--- config.mk ---
export PLATFORM = sky130hd
export DESIGN_NAME = controlador_de_interrupcao
export DESIGN_NICKNAME = d
export VERILOG_FILES = /design/src/rtl/controlador_de_interrupcao.sv
export SDC_FILE = /design/constraint.sdc
export NUM_CORES = 1
export LEC_CHECK = 0
export ABC_AREA = 1
export CORE_MARGIN = 2
export CORE_UTILIZATION = 39
export DETAILED_ROUTE_END_ITERATION = 7
export PLACE_DENSITY = 0.77
export SLEW_MARGIN = 5
export SYNTH_ARGS = -nofsm -noshare
export SYNTH_HDL_FRONTEND = slang
export SYNTH_SLANG_ARGS = --single-unit
--- constraint.sdc ---
create_clock -name clk -period 1.6 [get_ports clk]
set_input_delay 0.32 -clock clk [delete_from_list [all_inputs] [get_ports clk]]
set_output_delay 0.32 -clock clk [all_outputs]
set_load 0.02 [all_outputs]
--- src/rtl/controlador_de_interrupcao.sv ---
// Interrupt controller and preemption scheduler for the iZero processor.
// Latches device/disk/quantum requests, arbitrates by fixed priority and holds code/PC for the kernel.
module controlador_de_interrupcao #(
  parameter int QUANTUM = 1000,
  parameter int DATA_W  = 32
) (
  input  logic              clk,
  input  logic              rst,
  input  logic              userMode,
  input  logic              kernelMode,
  input  logic              inta,
  input  logic              clearIntr,
  input  logic              inputReq,
  input  logic              diskReq,
  input  logic [DATA_W-1:0] pcIn,
  output logic              intr,
  output logic [DATA_W-1:0] intCode,
  output logic [DATA_W-1:0] intPc
);

  localparam int TW = (QUANTUM > 1) ? $clog2(QUANTUM) : 1;
  localparam logic [TW-1:0] T_LAST = TW'(QUANTUM - 1);
  localparam int NSRC = 3;  // bit 0 input, bit 1 disk, bit 2 timer (also priority order)

  typedef enum logic [1:0] {
    IDLE = 2'd0,
    REQ  = 2'd1,
    SVC  = 2'd2
  } state_t;

  state_t              state_reg, state_next;
  logic                mode_reg, mode_next;
  logic [TW-1:0]       timer_reg, timer_next;
  logic                timer_wrap;
  logic [1:0]          prev_reg;
  logic [1:0]          req_vec;
  logic [1:0]          rise;
  logic [NSRC-1:0]     pend_reg, pend_next;
  logic [NSRC-1:0]     grant_raw;
  logic [NSRC-1:0]     grant;
  logic                arb;
  logic                ack;
  logic                intr_reg, intr_next;
  logic [1:0]          code_reg, code_next;
  logic [1:0]          code_sel;
  logic [DATA_W-1:0]   pc_reg, pc_next;

  assign req_vec = {diskReq, inputReq};

  // Rising-edge detection per external request line.
  generate
    for (genvar gi = 0; gi < 2; gi++) begin : g_edge
      assign rise[gi] = req_vec[gi] & ~prev_reg[gi];
    end
  endgenerate

  // A source wins only if no lower-numbered (higher-priority) source is pending.
  generate
    for (genvar gi = 0; gi < NSRC; gi++) begin : g_prio
      assign grant_raw[gi] = pend_reg[gi] & ~(|(pend_reg & ((NSRC'(1) << gi) - NSRC'(1))));
    end
  endgenerate

  assign code_sel = {grant_raw[2] | grant_raw[1], grant_raw[2] | grant_raw[0]};

  // FSM next-state and datapath updates.
  always_comb begin
    state_next = state_reg;
    intr_next  = intr_reg;
    code_next  = code_reg;
    pc_next    = pc_reg;
    arb        = 1'b0;
    ack        = 1'b0;

    case (state_reg)
      IDLE: begin
        if (mode_reg && (|pend_reg)) begin
          arb        = 1'b1;
          code_next  = code_sel;
          intr_next  = 1'b1;
          state_next = REQ;
        end
      end
      REQ: begin
        if (inta) begin
          ack        = 1'b1;
          pc_next    = pcIn;
          intr_next  = 1'b0;
          state_next = SVC;
        end
      end
      SVC: begin
        if (clearIntr) begin
          code_next  = 2'd0;
          state_next = IDLE;
        end
      end
      default: begin
        state_next = IDLE;
        intr_next  = 1'b0;
        code_next  = 2'd0;
      end
    endcase
  end

  // Quantum timer: counts only in user mode while nothing is being serviced.
  always_comb begin
    timer_next = timer_reg;
    timer_wrap = 1'b0;
    if (userMode) begin
      timer_next = '0;
    end else if (mode_reg && (state_reg == IDLE)) begin
      if (timer_reg == T_LAST) begin
        timer_next = '0;
        timer_wrap = 1'b1;
      end else begin
        timer_next = timer_reg + TW'(1);
      end
    end
  end

  always_comb begin
    mode_next = mode_reg;
    if (userMode) begin
      mode_next = 1'b1;
    end else if (kernelMode || ack) begin
      mode_next = 1'b0;
    end
  end

  // New events are ORed in after the arbitration clear so a coincident set wins.
  assign grant     = arb ? grant_raw : '0;
  assign pend_next = (pend_reg & ~grant) | {timer_wrap, rise};

  always_ff @(posedge clk or posedge rst) begin
    if (rst) begin
      state_reg <= IDLE;
    end else begin
      state_reg <= state_next;
    end
  end

  always_ff @(posedge clk or posedge rst) begin
    if (rst) begin
      mode_reg  <= 1'b0;
      timer_reg <= '0;
      prev_reg  <= '0;
      pend_reg  <= '0;
      intr_reg  <= 1'b0;
      code_reg  <= 2'd0;
      pc_reg    <= '0;
    end else begin
      mode_reg  <= mode_next;
      timer_reg <= timer_next;
      prev_reg  <= req_vec;
      pend_reg  <= pend_next;
      intr_reg  <= intr_next;
      code_reg  <= code_next;
      pc_reg    <= pc_next;
    end
  end

  assign intr    = intr_reg;
  assign intCode = {{(DATA_W-2){1'b0}}, code_reg};
  assign intPc   = pc_reg;

endmodule

* Word-level counts from Yosys, hierarchy flattened
Cells that the tools add are included.
** Storage, ports and cells
- Word-level logic and storage cells :: 64
- Output and inout bits :: 65
- Bits of input ports :: 40
- Register bits :: 53
** Cells by class
- Add/subtract/negate cells :: 1
- Reduce and logical (&&, ||, !) cells :: 12
- Muxes and demuxes :: 22
- Equal/unequal tests :: 6
- Bitwise logic cells :: 15
** Operators with widths (count)
- $mux W10 :: 3
- $pmux W2 S3 :: 2
- $mux W1 :: 11
- $add A10 B1 Y10 const B :: 1
- $eq A10 B10 Y1 const B :: 1
- $reduce_and A3 Y1 :: 3
- $mux W2 :: 4
- $ne A2 B2 Y1 const B :: 3
- $not A1 Y1 :: 6
- $and A1 B1 Y1 :: 4
- $reduce_bool A2 Y1 :: 2
- $and A3 B3 Y3 :: 1
- $mux W3 :: 1
- $not A3 Y3 :: 1
- $or A3 B3 Y3 :: 1
- $pmux W1 S3 :: 1
- $reduce_or A3 Y1 :: 1
- $eq A2 B1 Y1 const B :: 1
- $eq A2 B2 Y1 const B :: 1
- $logic_and A1 B1 Y1 :: 2
- $logic_not A2 Y1 :: 1
- $or A1 B1 Y1 :: 2
- $reduce_and A2 Y1 :: 1
- $reduce_or A2 Y1 :: 1
- $logic_or A1 B1 Y1 :: 1

* Depth between registers and ports, before layout
- Depth in word-level cells :: 8
- Gate-level depth with buffers :: 8

* Worst setup path before layout
No wires, ideal clock.
- Kind :: register to register
- From :: register timer_reg[0]
- To :: register timer_reg[4]
- Data required time :: 1.474 ns
- Setup time :: 0.126 ns
- Arrival time :: 1.114 ns
- Setup slack :: 0.360 ns
- Cell stages (with the launch flop) :: 7
- Cell sequence :: dfrtp_1 -> ha_1 -> nand2_1 -> nor2_1 -> nand3_1 -> o21ai_2 -> nor2_1
** Between the ends
- Longest elaborated chain between the ends :: 4
- Elaborated cells between the ends (all ways) :: 5
- Classes of those cells :: add/sub: 1; eq/ne: 1; mux: 3
** Ends and longest elaborated chain
- start, declared :: RTL line 33 : logic [TW-1:0] timer_reg, timer_next;
- start signal, assigned :: RTL line 154 : timer_reg <= timer_next;
- $add A10 B1 Y10 or $eq A10 B10 Y1 (tied branches) :: RTL line 117, 113
- $mux W10 (*) :: RTL line 113 : if (timer_reg == T_LAST) begin
- $mux W10 (*) :: RTL line 112 : end else if (mode_reg && (state_reg == IDLE)) begin
- $mux W10 (*) :: RTL line 110 : if (userMode) begin
Every way passes the cells marked *; elsewhere a longest branch is shown, timed or not. The select of a mux whose other input is x is not followed.
A chain may end at the register's enable or synchronous reset.

* Worst setup path after layout
- From :: register timer_reg[0]
- To :: register timer_reg[8]
The elaborated chain is that of the path after synthesis.

==> flow_summary.ini <==
[outcome]
outcome = complete, no violations

[pwr]
p_comb_share_pct = 43.9
intPower_mw = 3.112
power_density_mw_per_mm2 = 1566
sequentialPowerShare_pct = 40.4
total_power_mw = 5.280
peakVddDrop_mv = 1.143
p_sw_share_pct = 41.06
p_sw_mw = 2.168
power.share.clock_pct = 15.7
leakage_nw = 1.866

[sta]
max_freq_mhz = 681.8
min_period_ns = 1.467
fin_skew_ns = 0.008511
finalSetupViolCount = 0
hold_viol = 0
min_period_over_period_pct = 91.66
hold_slack_ns = 0.4055
slew_viol_final = 0
rsz0062_at_grt = yes

[grt]
antenna_found_initial = 0
gr-total-overflow = 0
grtUsageTotal_pct = 14.72
first_global_vias = 2009
grt_max_degree = 37
grt_first_pass_wirelength_um = 8645

[placement]
place_congestion = 0.8378
port_buffers = 74
placedInstanceArea_sq_mm = 0.003279
placed_cells = 453
hpwl_um = 3901

[yosys]
ys_warn_count = 0
synth_cell_types = 25
ys_seq_area_share_pct = 51.91
ys_ff_latch = 53
synth.cell_area_sq_mm = 0.002555
syn_avg_cell_area_sq_um = 8.350
synth_cells = 306

[route]
wirelength_um = 5153
ant_nets = 0
drt_iter0_drc = 88
dr.pass1.iters = 4
dr_total_vias = 2013
drcViolationCount = 0
vias_per_cell = 4.367
wl_per_cell_um = 11.18

[worst_setup_path]
critPathArrivalTime_ns = 1.65
startpoint_type = register
r2r_start = timer_reg[0]$_DFFE_PP0P_
cp_max_fo = 5
r2r-end = timer_reg[8]$_DFFE_PP0P_
cpPeakStageDelay_ns = 0.40
rrSetupSlack_ns = 0.13
worstSetupPathType = reg2reg
cpMostUsedCell = nor2_1
path_cells = ha_1 -> nand2_1 -> nor2_1 -> nand3_1 -> o21ai_4 -> nor2_1
cp-end-kind = register
reg2reg_depth = 6
slowest_stage = dfrtp_1
critPathRequiredTime_ns = 1.78

[finish]
final_nets = 424
largest_reg_flops = 32
layout-drive-gt1-share_pct = 7.552
layout.cells.non_filler = 461
antennaDiodeCount = 0
final_util_pct = 53.08
final_area_sq_mm = 0.003371
n_fill_cell = 603
area_growth_pct = 31.93

[floorplanning]
die_area_sq_mm = 0.007215
rows = 29
core_area_sq_mm = 0.006350
die_y_um = 84.94
io_pins = 105
start_util_pct = 40.24
die_x_um = 84.94

[clocking]
cts-root-buf = clkbuf_8
tritoncts = built
hold_buffers = 0
path_clk_slew_ns = 0.09
insertion_delay_ns = 0.30
h-tree-depth = 2
cts.path.max_buffers = 2
cts-buffers-inserted = 5
cts.sinks = 53

[hold_path]
hp-class = in2async

[job]
drv_cap = 0
## cells in the mapped netlist
cell	instances	share of area, %
o21ai_1	2	0.39
buf_6	4	1.8
a21oi_2	1	0.34
nor2_1	14	2.1
o31ai_1	1	0.29
nor3_1	1	0.20
nor2_8	1	0.78
o21ai_0	4	0.78
nand2_1	138	20
conb_1	1	0.15
nand2_4	2	0.88
nand3_1	11	2.2
ha_1	1	0.49
nand3_2	2	0.78
o22ai_1	2	0.49
inv_1	22	3.2
buf_4	33	9.7
xor2_1	2	0.69
o21ai_2	1	0.34
inv_2	3	0.44
nand3b_2	1	0.44
dfrtp_1	53	52
nor2_2	4	0.98
a21oi_1	1	0.20
or2_2	1	0.25
## logic make-up (layout without fill, tap and decap cells)
group / Yosys count / in the layout / share of synthesized area (%)
other cells: 1 / 30 / 0.1468
xor+xnor: 2 / 2 / 0.6857
simple gates: 175 / 175 / 28.80
fa+ha+maj: 1 / 1 / 0.4896
buf+inv: 62 / 111 / 15.13
flops: 53 / 53 / 51.91
compound gates: 12 / 12 / 2.840
## placed cells by master, fill, tap and decap left out, drive strengths merged
cell type / synthesis / routed
clkbuf: 0 / 7
ha: 1 / 1
dlymetal6s2s: 0 / 6
or2: 1 / 1
nand3b: 1 / 1
conb: 1 / 30
nor3: 1 / 1
o21ai: 7 / 7
clkinvlp: 0 / 1
nor2: 19 / 19
inv: 25 / 25
buf: 37 / 4
dfrtp: 53 / 53
o31ai: 1 / 1
o22ai: 2 / 2
nand2: 140 / 140
dlygate4sd2: 0 / 29
nand3: 13 / 13
clkdlybuf4s50: 0 / 39
xor2: 2 / 2
a21oi: 2 / 2
## what timing repair did
item,in CTS,in global routing
setup buffers,0,0
pin swaps,0,0
gates resized for setup,29,7
endpoints found under the setup margin,29,11
## routing by layer
metal	vias to the layer above	share of wire [%]	GRT usage, %
met1	917	41	17.09
met4	0	1.1	4.762
li1	1016	-	-
met5	-	0	0
met2	73	47	24.43
met3	7	10	6.518
## per-stage QoR
step                      worst slack (ns)   TNS (ns)
after global placement             0.04601          0
after CTS                         0.001042          0
final                               0.1334          0
after global routing             -0.006633  -0.006633
after detailed placement           0.04765          0
after floorplan                     0.3600          0
## power groups by stage
stage          clock, mW  sequential, mW  combinational [mW]
3_5_place_dp           0            2.16                2.61
3_3_place_gp           0            2.16                2.55
2_1_floorplan          0            2.64                1.01
4_1_cts            0.860            2.14                2.36
5_1_grt            0.919            2.20                2.53
6_report           0.829            2.13                2.32
## worst max-delay path, delay by kind of cell (launching register included)
kind                     cells  cell delay, ns
AND/OR/NAND/NOR              4            0.49
AO/OA/AOI/OAI                1            0.28
flip-flops                   1            0.40
adder cells (fa/ha/maj)      1            0.18
## worst max path at each step
stage	startpoint	endpoint	slack (ns)	depth (start not counted)
2_1_floorplan	timer_reg[0]$_DFFE_PP0P_	timer_reg[4]$_DFFE_PP0P_	0.36	6
3_3_place_gp	userMode	timer_reg[4]$_DFFE_PP0P_	0.05	6
3_5_place_dp	userMode	timer_reg[4]$_DFFE_PP0P_	0.05	6
4_1_cts	intPc[0]$_DFFE_PP0P_	intPc[0]	0.001	1
5_1_grt	timer_reg[0]$_DFFE_PP0P_	timer_reg[8]$_DFFE_PP0P_	-0.007	6
6_report	timer_reg[0]$_DFFE_PP0P_	timer_reg[8]$_DFFE_PP0P_	0.13	6
## area by class of cell
cell class              count  area (sq um)  share of cell area, %
repair buffers             78         787.0                  23.35
flip-flops and latches     53          1326                  39.35
inverters                  25         97.59                  2.895
well taps                  77         96.34                  2.858
clock buffers               7         96.34                  2.858
clock inverters             1         8.758                 0.2598
multi-input cells         220         958.4                  28.43
No activity file was read; power rests on OpenSTA's default activity.
